<file path="config.mk">
export PLATFORM = sky130hd
export DESIGN_NAME = i4001_bus
export DESIGN_NICKNAME = d
export VERILOG_FILES = /design/src/rtl/i4001_bus.sv
export SDC_FILE = /design/constraint.sdc
export NUM_CORES = 1
export LEC_CHECK = 0
export BUFFER_PORTS_ARGS = -buffer_cell sky130_fd_sc_hd__buf_4
export CAP_MARGIN = 20
export CORE_MARGIN = 1.5
export CORE_UTILIZATION = 46
export DETAILED_ROUTE_END_ITERATION = 8
export PLACE_DENSITY = 0.74
export SLEW_MARGIN = 40
export SYNTH_ARGS = -nofsm -noshare
export SYNTH_HDL_FRONTEND = slang
export SYNTH_SLANG_ARGS = --single-unit
</file>
<file path="constraint.sdc">
create_clock -name CLK -period 1.8 [get_ports CLK]
set_input_delay 0.09 -clock CLK [delete_from_list [all_inputs] [get_ports CLK]]
set_output_delay 0.09 -clock CLK [all_outputs]
set_load 0.02 [all_outputs]
</file>
<file path="src/rtl/i4001_bus.sv">
// rtl/i4001_bus.sv - Intel 4001 ROM/I-O chip emulation on the 4004 multiplexed bus
module i4001_bus #(
    parameter logic [3:0] CHIP_ID = 4'h0
) (
    input  logic       CLK,
    input  logic       RESET,
    input  logic       SYNC,
    input  logic       CM,
    input  logic [3:0] D_IN,
    output logic [3:0] D_OUT,
    output logic       D_OE,
    output logic [7:0] rom_addr,
    input  logic [7:0] rom_data,
    input  logic [3:0] IO_IN,
    output logic [3:0] IO_OUT,
    output logic [3:0] PHASE
);

    typedef enum logic [3:0] {
        S_IDLE = 4'd0,
        S_A1   = 4'd1,
        S_A2   = 4'd2,
        S_A3   = 4'd3,
        S_M1   = 4'd4,
        S_M2   = 4'd5,
        S_X1   = 4'd6,
        S_X2   = 4'd7,
        S_X3   = 4'd8
    } state_t;

    state_t     r_state;
    state_t     w_next;
    logic [3:0] r_addr_lo;
    logic [7:0] r_opr_opa;
    logic       r_rom_sel;
    logic       r_selected;
    logic       r_io_pending;
    logic [3:0] r_io_opa;
    logic       w_chip_hit;
    logic       w_src;
    logic       w_wrr;
    logic       w_rdr_next;

    always_comb begin
        w_next = S_IDLE;
        case (r_state)
            S_IDLE:  w_next = S_IDLE;
            S_A1:    w_next = S_A2;
            S_A2:    w_next = S_A3;
            S_A3:    w_next = S_M1;
            S_M1:    w_next = S_M2;
            S_M2:    w_next = S_X1;
            S_X1:    w_next = S_X2;
            S_X2:    w_next = S_X3;
            S_X3:    w_next = S_IDLE;
            default: w_next = S_IDLE;
        endcase
        if (SYNC) begin
            w_next = S_A1;
        end
    end

    assign w_chip_hit = (D_IN == CHIP_ID);
    assign w_src      = (r_state == S_X2) && CM;
    // An early SYNC landing on X2 aborts the cycle, so it must also block the write.
    assign w_wrr      = (r_state == S_X2) && !SYNC && r_io_pending && r_selected
                        && (r_io_opa == 4'h2);
    assign w_rdr_next = (w_next == S_X2) && r_io_pending && r_selected
                        && (r_io_opa == 4'hA);
    assign PHASE      = r_state;

    always_ff @(posedge CLK or negedge RESET) begin
        if (!RESET) begin
            r_state      <= S_IDLE;
            r_addr_lo    <= 4'h0;
            r_opr_opa    <= 8'h00;
            r_rom_sel    <= 1'b0;
            r_selected   <= 1'b0;
            r_io_pending <= 1'b0;
            r_io_opa     <= 4'h0;
            rom_addr     <= 8'h00;
            IO_OUT       <= 4'h0;
            D_OUT        <= 4'h0;
            D_OE         <= 1'b0;
        end else begin
            r_state <= w_next;

            if (r_state == S_A1) begin
                r_addr_lo <= D_IN;
            end
            if (r_state == S_A2) begin
                rom_addr <= {D_IN, r_addr_lo};
            end
            if (r_state == S_A3) begin
                r_rom_sel <= w_chip_hit;
                r_opr_opa <= rom_data;
            end

            if (r_state == S_M2) begin
                r_io_opa <= D_IN;
            end
            if (SYNC || (r_state == S_X3)) begin
                r_io_pending <= 1'b0;
            end else if (r_state == S_M2) begin
                r_io_pending <= CM;
            end

            if (w_src) begin
                r_selected <= w_chip_hit;
            end
            if (w_wrr) begin
                IO_OUT <= D_IN;
            end

            // M1 is entered on the same edge that captures the byte, so use the live inputs.
            D_OE  <= 1'b0;
            D_OUT <= 4'h0;
            case (w_next)
                S_M1: begin
                    D_OE  <= w_chip_hit;
                    D_OUT <= rom_data[7:4];
                end
                S_M2: begin
                    D_OE  <= r_rom_sel;
                    D_OUT <= r_opr_opa[3:0];
                end
                S_X2: begin
                    if (w_rdr_next) begin
                        D_OE  <= 1'b1;
                        D_OUT <= IO_IN;
                    end
                end
                default: begin
                    D_OE  <= 1'b0;
                    D_OUT <= 4'h0;
                end
            endcase
        end
    end

endmodule
</file>
; Word-level counts from Yosys, hierarchy flattened
; Memory sizes are Yosys's and may differ from the RTL's.
; Index checks and enable logic that the tools add are counted.
[word_totals]
register_bits = 36
rom_bits = 64
in_bits = 20
out_inout_bits = 21
wordCells = 42
n_memories = 1
[mem_list]
columns = name, words, width, rd, rd_clocked_by_memory_dff, write_ports, line
row1 = (no name shown), 16, 4, 1, 0, 0, 46  ; case (r_state)
[op_classes]
n_eq_ne = 11
n_mux = 7
n_reduce_logical = 12
[ops]
columns = cell, count
row1 = == test 4 x 3 -> 1 bit (second input constant), 5
row2 = == test 4 x 2 -> 1 bit (second input constant), 3
row3 = case mux 4 bit (3 select lines), 1
row4 = == test 4 bit (second input constant), 2
row5 = logical AND 1 bit, 8
row6 = two-way mux 4 bit, 2
row7 = == test 4 x 1 -> 1 bit (second input constant), 1
row8 = zero test 4 bit, 1
row9 = two-way mux 1 bit, 3
row10 = case mux 1 bit (3 select lines), 1
row11 = nonzero test 2 bit, 1
row12 = zero test 1 bit, 1
row13 = logical OR 1 bit, 1

; Logic depth before layout (Yosys ltp)
; Gate-level depths: netlist (run 1).
; An unclocked memory read counts as a cell.
[depth]
word_depth = 8
ltp_mapped = 6
mapped_depth_nobuf = 6

; Worst setup path before layout (run 1)
; Ideal clock, no wire load.
[synth_timing]
path_kind = flip-flop to flip-flop
from = register r_state[0] (netlist: PHASE[0])
to = register D_OUT[0]
setup_time_ps = 79
t_arrival_ps = 1962
required_time_ps = 1721
setup_slack_ps = -241
stages_incl_launch_ff = 7
path_buffers = 0
period_less_slack_ps = 2041
cell_sequence = dfrtp_1 > inv_1 > ha_1 > or3_1 > a2111oi_4 > a22oi_1 > o21ai_1
[synth_via]
elab_chain_cells = 8
word_cells_on_any_way = 10
classes_between = 3 x eq/ne / 3 x mux / 3 x reduce/logical / 1 x memory
[synth_lines]
columns = item, line
row1 = from (decl), 31  ; state_t r_state;
row2 = from (signal assigned), 86  ; r_state <= w_next;
row3 = memory (16 x 4 bit) *, n/a
row4 = two-way mux 4 bit *, 58  ; if (SYNC) begin
row5 = == test 4 x 3 -> 1 bit, "68, 118"
row6 = logical AND 1 bit (2 in a row), 68  ; assign w_rdr_next = (w_next == S_X2) && r_io_pending && r_selected
row7 = logical AND 1 bit, 69  ; && (r_io_opa == 4'hA);
row8 = two-way mux 4 bit, 128  ; if (w_rdr_next) begin
row9 = case mux 4 bit (3 select lines) *, 118  ; case (w_next)
row10 = to (signal assigned), 121  ; D_OUT <= rom_data[7:4];
row11 = to (signal assigned), 125  ; D_OUT <= r_opr_opa[3:0];
row12 = to (decl), 10  ; output logic [3:0] D_OUT,
; Mark *: on every way between the ends. The rest lies on a longest branch, timed or not.
; A chain may end at the register's enable or synchronous reset.

; Worst setup path in the final report (run 1)
[layout_timing]
from = register r_state[1] (netlist: PHASE[1])
to = register D_OUT[0]
; The elaborated chain is that of the path after synthesis.

==> results of run 1 <==
[power by group through the flow]
| stage | Sequential [mW] | Combinational, mW | Clock [mW] |
|---|---|---|---|
| after detailed placement | 1.20 | 0.833 | 0 |
| after CTS | 1.18 | 0.874 | 0.484 |
| after global placement | 1.19 | 0.812 | 0 |
| final | 1.18 | 0.883 | 0.474 |
| after global routing | 1.22 | 0.959 | 0.519 |
| after floorplan | 1.30 | 0.361 | 0 |
[cells in the mapped netlist (2+ instances only)]
cell type  count
nand2_1        4
nand2b_1       3
ha_1           5
nor3b_1        3
nand3b_1       2
a22oi_1        5
dfrtp_1       36
nor2_1         4
inv_1          6
mux2_2        26
o21ai_1        4
[state kept, by name, summed over array words and instances (netlist names)]
name	count
rom_addr	8
D_OUT	4
IO_OUT	4
PHASE	4
r_addr_lo	4
r_io_opa	4
r_opr_opa	4
D_OE	1
r_io_pending	1
r_rom_sel	1
r_selected	1
[final cells by class]
type | instances | area, um^2 | area share, %
tap | 46 | 57.56 | 2.533
sequential | 36 | 903.4 | 39.76
timing repair buffer | 64 | 511.7 | 22.52
multi-input combinational | 73 | 711.9 | 31.33
inverter | 6 | 22.52 | 0.9912
clock buffer | 7 | 65.06 | 2.863
[repair_timing]
action                                 4_1_cts  5_1_grt
gates cloned                                 0        0
setup endpoints to repair                    5        9
pin swaps                                    5        0
setup buffers                                2        1
gates resized for setup                      2        2
endpoints found under the hold margin       48        0
hold buffers                                11        0
[per-stage QoR]
stage / total power [mW] / util [%] / instance area (um^2) / hold WS (ns) / TNS (ns)
floorplan: 1.666 / - / 1628 / -0.2056 / -0.03137
global placement: 2.002 / 61.49 / 2052 / 0.06681 / -0.01718
detailed placement: 2.030 / 61.49 / 2052 / 0.06778 / -0.2982
CTS: 2.538 / 67.64 / 2257 / 0.002018 / -0.1820
global route: 2.694 / 68.09 / 2272 / 0.004504 / -1.041
finish: 2.538 / 68.09 / 2272 / 0.01656 / -0.3527
[layer usage]
metal  vias up  GRT usage (%)  part of all wire (%)
li1        554              -                     -
met1       593          29.25                    43
met2        34          32.63                    50
met3         4          6.625                   5.4
met4         0          7.295                   1.4
met5         -              0                     0
[how the worst max path moves through the flow]
stage                                  start  depth (start not counted)  slack, ns                  to
after floorplan           PHASE[0]$_DFF_PN0_                          5     -0.008  D_OUT[0]$_DFF_PN0_
after CTS                 PHASE[0]$_DFF_PN0_                          5      -0.05  D_OUT[2]$_DFF_PN0_
after detailed placement  PHASE[0]$_DFF_PN0_                          5      -0.09  D_OUT[2]$_DFF_PN0_
final                     PHASE[1]$_DFF_PN0_                          6      -0.12  D_OUT[0]$_DFF_PN0_
after global placement    PHASE[0]$_DFF_PN0_                          5     -0.006  D_OUT[1]$_DFF_PN0_
after global routing      PHASE[1]$_DFF_PN0_                          6      -0.20  D_OUT[0]$_DFF_PN0_
[cell families (layout without fill, tap and decap cells)]
logic type / Yosys count / after routing
mux: 27 / 27
compound gates: 14 / 14
buf+inv: 8 / 77
flops: 36 / 36
simple gates: 27 / 27
fa+ha+maj: 5 / 5
[placed cells by master (no fill, tap or decap)]
master         netlist  layout
a22oi_1              5       5
nor3_2               1       1
a221oi_4             0       1
nand3b_1             2       2
nor3b_1              3       2
a2111oi_0            1       1
nor3b_2              1       2
inv_1                6       4
ha_2                 0       2
dfrtp_1             36      34
nand2_1              4       4
mux2_2              26      26
or2_2                1       1
clkbuf_8             0       2
dfrtp_2              0       2
or3b_4               1       1
nor2b_1              1       1
and2_1               1       1
nand2b_1             3       3
nor3_1               1       1
or3_4                0       1
inv_2                0       2
o2111ai_1            1       1
dlygate4sd3_1        0      11
a21oi_1              1       1
nand4b_1             1       1
buf_4                0      52
and2b_1              1       1
buf_6                0       1
o21ai_1              4       4
nor2_1               4       4
ha_1                 5       1
a2111oi_4            1       1
nor4_1               1       1
clkbuf_4             0       5
ha_4                 0       2
mux2i_1              1       1
[tightest hold or removal path, stage by stage]
cell,delay (ns)
buf_4,0.08
a22oi_1,0.07
o21ai_1,0.08
==> metrics.cfg, run 1 <==
[outcome]
outcome=finished, violations left
violations=setup timing

[floorplanning]
die_area_um2=3825
pin_count=41
start_util_pct=47.73
core_um2=3337
die_h_um=61.85
fp.dieW_um=61.85
placement_rows=21

[global_route]
grt_max_degree=37
track_usage_pct=21.41
first_global_vias=1176
antenna_found_initial=0
grt_first_pass_wirelength_mm=5.658
grt_remaining_overflow=0

[setup_path]
cp_cell_sequence=inv_2 -> ha_4 -> or3_4 -> a2111oi_4 -> a22oi_1 -> o21ai_1
crit_required_ns=2.06
rr_startpoint=PHASE[1]$_DFF_PN0_
crit_family=compound AO/OA/AOI/OAI gates
slowest_delay_ns=0.46
rr_worst_depth=6
cp_slowest_cell=dfrtp_2
arrival_ns=2.19
start_kind=register
cp_max_fo=5
critPathBufInv=1
crit_path_end_kind=register
r2r_setup_slack_ns=-0.12
worstSetupPathType=reg -> reg
r2r_end=D_OUT[0]$_DFF_PN0_

[synth]
syn-cell-area_um2=1593
ys_async_sr_fraction_pct=100.0
synth_enable_flop_cells=0
syn_inst=117
synth_mux_area_share_pct=19.01
synthSimpleGateAreaFrac_pct=10.84
synth-compound-area-share_pct=7.698
synth_top_family_by_area=multiplexers
yosysUniqueCellTypes=30
yosysTopAreaCellShare_pct=56.56
synth_area_per_cell_um2=13.61
syn_nets=142
seq_area_frac_synth_pct=56.56
yosysWarnings=0
synthAdderAreaFrac_pct=3.928
synth_xor_area_share_pct=0
synth_top_cell_by_area=dfrtp_1
synth_area_leaders=dfrtp_1 (57%), mux2_2 (18%), ha_1 (3.9%)
yosys_register_bits=36
synthFlopType=dfrtp_1

[layout]
synthToLayoutAreaGrowth_pct=42.66
stdcell_count=232
diodes=0
fillers=252
drive_above_1_share_pct=54.84
nNetsFinal=211

[placement]
dp_cells=211
dpl.hpwl_mm=2.341
port_buffers=40
place_ws_ns=-0.08650
globalplace.congestion=0.7616

[sta]
finalMaxSlewViolations=0
post-route-min-period_ns=1.924
max_freq_mhz=519.8
rsz0062_at_grt=true
max-slew-margin-rel_pct=66.85
timing.final.crit_share_pct=106.9
fin_skew_ns=0.008631
hold_viol=0
fin_ws_ns=-0.1239
finalSetupViolCount=5
tightestPinTransition_ns=0.4927

[clock_network]
cts.clk_slew.worst_paths_ns=0.11
cts_max_level=2
cts_buffers=5
cts_tree=done
clockBufferDepth=2
insertion_delay_ns=0.33
clkSinkCount=36
cts_root_buf=clkbuf_4

[route]
routed_wl_mm=3.576
first_iter_violations=46
drtPass1Iterations=4
wl_per_cell_um=15.41
vias=1185
route.detailed.drc=0
viasPerCell=5.108
drtAntennaViolNets=0

[pwr]
irDropWorstVdd_mv=0.8624
p_switching_uw=777.4
p_comb_share_pct=34.8
swShare_pct=30.63
pwr-share-seq_pct=46.6
cellLeakagePower_nw=1.091
p_per_area_nw_per_um2=1117
pwr-share-clk_pct=18.7
p_int_mw=1.761

[flow_run]
maxCapViolCount=0

[worst_hold_path]
hold_end=D_OUT[1]$_DFF_PN0_
hp-class=in -> reg
min_path_cells=3
hp-start=rom_data[5]

Power figures use the tool's default switching activity.
==> run 2: changes to the inputs <==
- CORE_MARGIN: 1.5 -> default
- PLACE_DENSITY: 0.74 -> 0.75
==> run 2 against run 1 <==
Against the previous run: the run still ends with setup timing left; final area down 1.3%; via count increased by 0.42%; cell count fell by 0.86%; global-route usage up 0.42 points; setup slack better by 0.054 ns; critical path type unchanged; largest cell class unchanged.
==> metrics.cfg, run 2 (synthesis results as in run 1) <==
[route]
route.detailed.drc=0
vias=1190
wl_per_cell_um=14.91
drtPass1Iterations=4
drtAntennaViolNets=0
routed_wl_mm=3.430
first_iter_violations=31
viasPerCell=5.174

[pwr]
cellLeakagePower_nw=1.062
p_per_area_nw_per_um2=1159
irDropWorstVdd_mv=0.6930

[global_route]
grt_remaining_overflow=0
first_global_vias=1202
track_usage_pct=21.83
grt_max_degree=37
grt_first_pass_wirelength_mm=5.727
antenna_found_initial=0

[floorplanning]
placement_rows=21
fp.dieW_um=60.85
core_um2=3337
die_area_um2=3702
start_util_pct=47.73
pin_count=41
die_h_um=60.85

[placement]
globalplace.congestion=0.7610
place_ws_ns=-0.05300
port_buffers=40
placed_cell_area_um2=2052
dpl.hpwl_mm=2.477

[sta]
post-route-min-period_ns=1.870
fin_ws_ns=-0.07005
finalMaxSlewViolations=0
hold_viol=0
max_freq_mhz=534.7
max-slew-margin-rel_pct=67.15
rsz0062_at_grt=true
tightestPinTransition_ns=0.4883
fin_skew_ns=0.008839
final.setup.tns_ns=-0.2032
timing.final.crit_share_pct=103.9
finalSetupViolCount=5

[clock_network]
cts.clk_slew.worst_paths_ns=0.11
cts_tree=done
cts_resized=0
cts_max_level=2
clkSinkCount=36
cts_buffers=5
clockBufferDepth=2
cts_root_buf=clkbuf_4
insertion_delay_ns=0.34

[setup_path]
crit_required_ns=2.06
arrival_ns=2.13
worstSetupPathType=reg -> reg
start_kind=register
crit_path_end_kind=register
cp_max_fo=5
rr_worst_depth=5

[layout]
diodes=0
final_common_cell=buf_4
fillers=261
stdcell_area_um2=2242
regMostFlops=rom_addr
largest_reg_flops=8
final_cell_mix=buf_4 (50), dfrtp_1 (34), mux2_2 (26)
nNetsFinal=208
seq_area_um2=903.4
synthToLayoutAreaGrowth_pct=40.77
multi_input_area_um2=693.2
drive_above_1_share_pct=53.26

[flow_run]
maxCapViolCount=0

[worst_hold_path]
hp-class=in -> reg
min_path_cells=3

[outcome]
violations=setup timing
outcome=finished, violations left

run 2: final cells by class:
class | instances | share of cell area (%)
Clock inverter | 3 | 1.897
Sequential cell | 36 | 40.29
Multi-Input combinational cell | 73 | 30.92
Tap cell | 46 | 2.567
Clock buffer | 5 | 1.674
Timing Repair Buffer | 61 | 21.65
Inverter | 6 | 1.004
run 2: worst paths after layout:
check | startpoint | end | slack [ns]
worst max-delay path | PHASE[0]$_DFF_PN0_ | D_OUT[1]$_DFF_PN0_ | -0.07
worst min-delay path | rom_data[4] | D_OUT[0]$_DFF_PN0_ | 0.02
worst max register to register | PHASE[0]$_DFF_PN0_ | D_OUT[1]$_DFF_PN0_ | -0.07
worst min register to register | r_addr_lo[0]$_DFFE_PN0N_ | rom_addr[0]$_DFFE_PN0N_ | 0.52
max in group asynchronous | RESET | PHASE[0]$_DFF_PN0_ | 1.23
min in group asynchronous | RESET | rom_addr[1]$_DFFE_PN0N_ | 0.23
run 2: through the flow:
stage / instances / power, mW / util (%) / hold slack [ns]
2_1_floorplan: 117 / 1.666 / - / -0.2056
3_3_place_gp: 211 / 1.995 / 61.49 / 0.06375
3_5_place_dp: 211 / 2.039 / 61.49 / 0.06934
4_1_cts: 230 / 2.624 / 67.19 / 0.0003962
5_1_grt: 230 / 2.755 / 67.19 / 0.004541
6_report: 230 / 2.599 / 67.19 / 0.01522
run 2: critical path, cell delays in order, from the launching register on:
cell	delay (ns)
dfrtp_2	0.46
ha_2	0.20
or3b_4	0.41
a2111oi_4	0.43
a22oi_1	0.17
o21ai_1	0.13
run 2: power by group:
group | switching [mW] | total, mW | internal (mW)
clock | 0.275 | 0.565 | 0.290
sequential | 0.141 | 1.19 | 1.05
combinational | 0.378 | 0.846 | 0.468
run 2: routing by layer:
metal / global-route usage (%) / vias up / share of wire, %
met3: 7.889 / 6 / 4.7
li1: - / 553 / -
met2: 34.69 / 32 / 52
met1: 27.98 / 599 / 43
met4: 6.818 / 0 / 0.99
met5: 0 / - / 0
run 2: repair_timing:
action	CTS	global route
hold buffers	11	0
pin swaps	5	3
hold endpoints to repair	49	0
setup endpoints to repair	5	5
buffers inserted	0	0
==> run 3: changes to the inputs <==
- CORE_ASPECT_RATIO: default -> 1.4
- HOLD_SLACK_MARGIN: default -> 0.1
- MAX_ROUTING_LAYER: default -> met4
==> run 3 against run 2 <==
Against the previous run: the flow still finishes with violations (setup timing); via count up 3.3%; clock skew down 0.0051 ns; first-iteration DRC count down 23%; global-route usage up 0.76 points; critical path depth unchanged; clock power up 36%; total power up 8.4%; setup slack worse by 0.042 ns; final area up 4.7%; sequential power about the same; critical path type unchanged; largest power group unchanged; highest routed layer unchanged.
==> metrics.cfg, run 3 (synthesis results as in run 1) <==
[outcome]
outcome=finished, violations left
violations=setup timing

[sta]
timing.final.crit_share_pct=106.3
hold_viol=0
finalSetupViolCount=5
finalMaxSlewViolations=0
post-route-min-period_ns=1.913
fin_ws_ns=-0.1125
fin_skew_ns=0.003763
rsz0062_at_grt=true
max_freq_mhz=522.9
max-slew-margin-rel_pct=60.39
tightestPinTransition_ns=0.5887
holdWs_ns=0.1112

[setup_path]
cp_cell_sequence=ha_2 -> or3b_4 -> a2111oi_4 -> a22oi_1 -> o21ai_1
worstSetupPathType=reg -> reg
cp_slowest_cell=a2111oi_4
cp_max_fo=6
arrival_ns=2.11
crit_path_end_kind=register
start_kind=register
rr_worst_depth=5
crit_required_ns=2.00
slowest_delay_ns=0.47

[floorplanning]
die_h_um=71.63
placement_rows=24
die_area_um2=3705
pin_count=41
fp.dieW_um=51.73
core_um2=3213
start_util_pct=49.57

[clock_network]
clockBufferDepth=2
cts.clk_slew.worst_paths_ns=0.07
insertion_delay_ns=0.28
cts_tree=done
cts_buffers=5
cts_resized=0
cts_root_buf=clkbuf_8
clkSinkCount=36
cts_max_level=2

[global_route]
antenna_found_initial=0
track_usage_pct=22.59
grt_remaining_overflow=0
grt_first_pass_wirelength_mm=5.858
grt_max_degree=37
first_global_vias=1304

[placement]
globalplace.congestion=0.7548
dpl.hpwl_mm=2.415
port_buffers=40
dp_cells=203

[pwr]
irDropWorstVdd_mv=1.272
p_per_area_nw_per_um2=1200
total_power_mw=2.816
cellLeakagePower_nw=1.114

[route]
drtPass1Iterations=4
first_iter_violations=24
route.detailed.drc=0
routed_wl_mm=3.554
vias=1229
wl_per_cell_um=15.45
viasPerCell=5.343
drtAntennaViolNets=0

[worst_hold_path]
hp-class=in -> reg
min_path_cells=3

[layout]
drive_above_1_share_pct=51.83
fillers=202
diodes=0
final_common_cell=buf_4
fin_util_pct=73.05
regMostFlops=rom_addr
largest_reg_flops=8
stdcell_count=230
synthToLayoutAreaGrowth_pct=47.37
final_cell_mix=buf_4 (51), dfrtp_1 (34), mux2_2 (26)
nNetsFinal=215

[flow_run]
maxCapViolCount=0

-- run 3: path summary, 6_finish.rpt --
check / from / end / slack [ns]
max: PHASE[0]$_DFF_PN0_ / D_OUT[2]$_DFF_PN0_ / -0.11
min: rom_data[6] / D_OUT[2]$_DFF_PN0_ / 0.11
max reg2reg: PHASE[0]$_DFF_PN0_ / D_OUT[2]$_DFF_PN0_ / -0.11
min reg2reg: IO_OUT[1]$_DFFE_PN0P_ / IO_OUT[1]$_DFFE_PN0P_ / 0.51
max in group asynchronous: RESET / PHASE[0]$_DFF_PN0_ / 1.17
min in group asynchronous: RESET / r_io_opa[1]$_DFFE_PN0P_ / 0.29
-- run 3: routing by layer --
metal	track usage, %	vias up	share of wire [%]
met2	37.09	42	54
li1	-	561	-
met3	6.369	12	3.6
met5	-	-	0
met1	24.58	614	39
met4	11.11	0	3.0
-- run 3: final cells by class --
cell class                 count  area (um^2)  share of cell area [%]
sequential                    36        903.4                   38.49
multi-input combinational     73        693.2                   29.53
timing repair buffer          68        553.0                   23.56
clock buffer                   7        96.34                   4.104
tap                           39        48.80                   2.079
clock inverter                 1        30.03                   1.279
inverter                       6        22.52                  0.9595
-- run 3: where the power goes --
part           total [mW]  switching (mW)  internal (mW)
clock network       0.767           0.279          0.489
registers            1.19           0.139           1.05
logic               0.860           0.383          0.477
total                2.82           0.801           2.02
-- run 3: metrics by stage --
| step | cell area [um^2] | setup TNS [ns] | worst slack (ns) |
|---|---|---|---|
| 2_1_floorplan | 1628 | -0.03137 | -0.007843 |
| 3_3_place_gp | 2036 | -0.008850 | -0.005467 |
| 3_5_place_dp | 2036 | -0.2089 | -0.05676 |
| 4_1_cts | 2340 | -0.3087 | -0.09959 |
| 5_1_grt | 2347 | -0.7580 | -0.1814 |
| 6_report | 2347 | -0.3672 | -0.1125 |
-- run 3: repair_timing --
item                                   CTS  global route
endpoints found under the hold margin   63             0
setup endpoints to repair                5             5
hold buffers                            17             0
buffers inserted                         1             1
pin swaps                                3             4
cloned                                   0             0
-- run 3: worst max-delay path, delay by kind of cell, from the launching register on --
kind | cells | cell delay (ns)
flops | 1 | 0.46
compound gates | 3 | 0.75
simple gates | 1 | 0.41
fa+ha+maj | 1 | 0.21
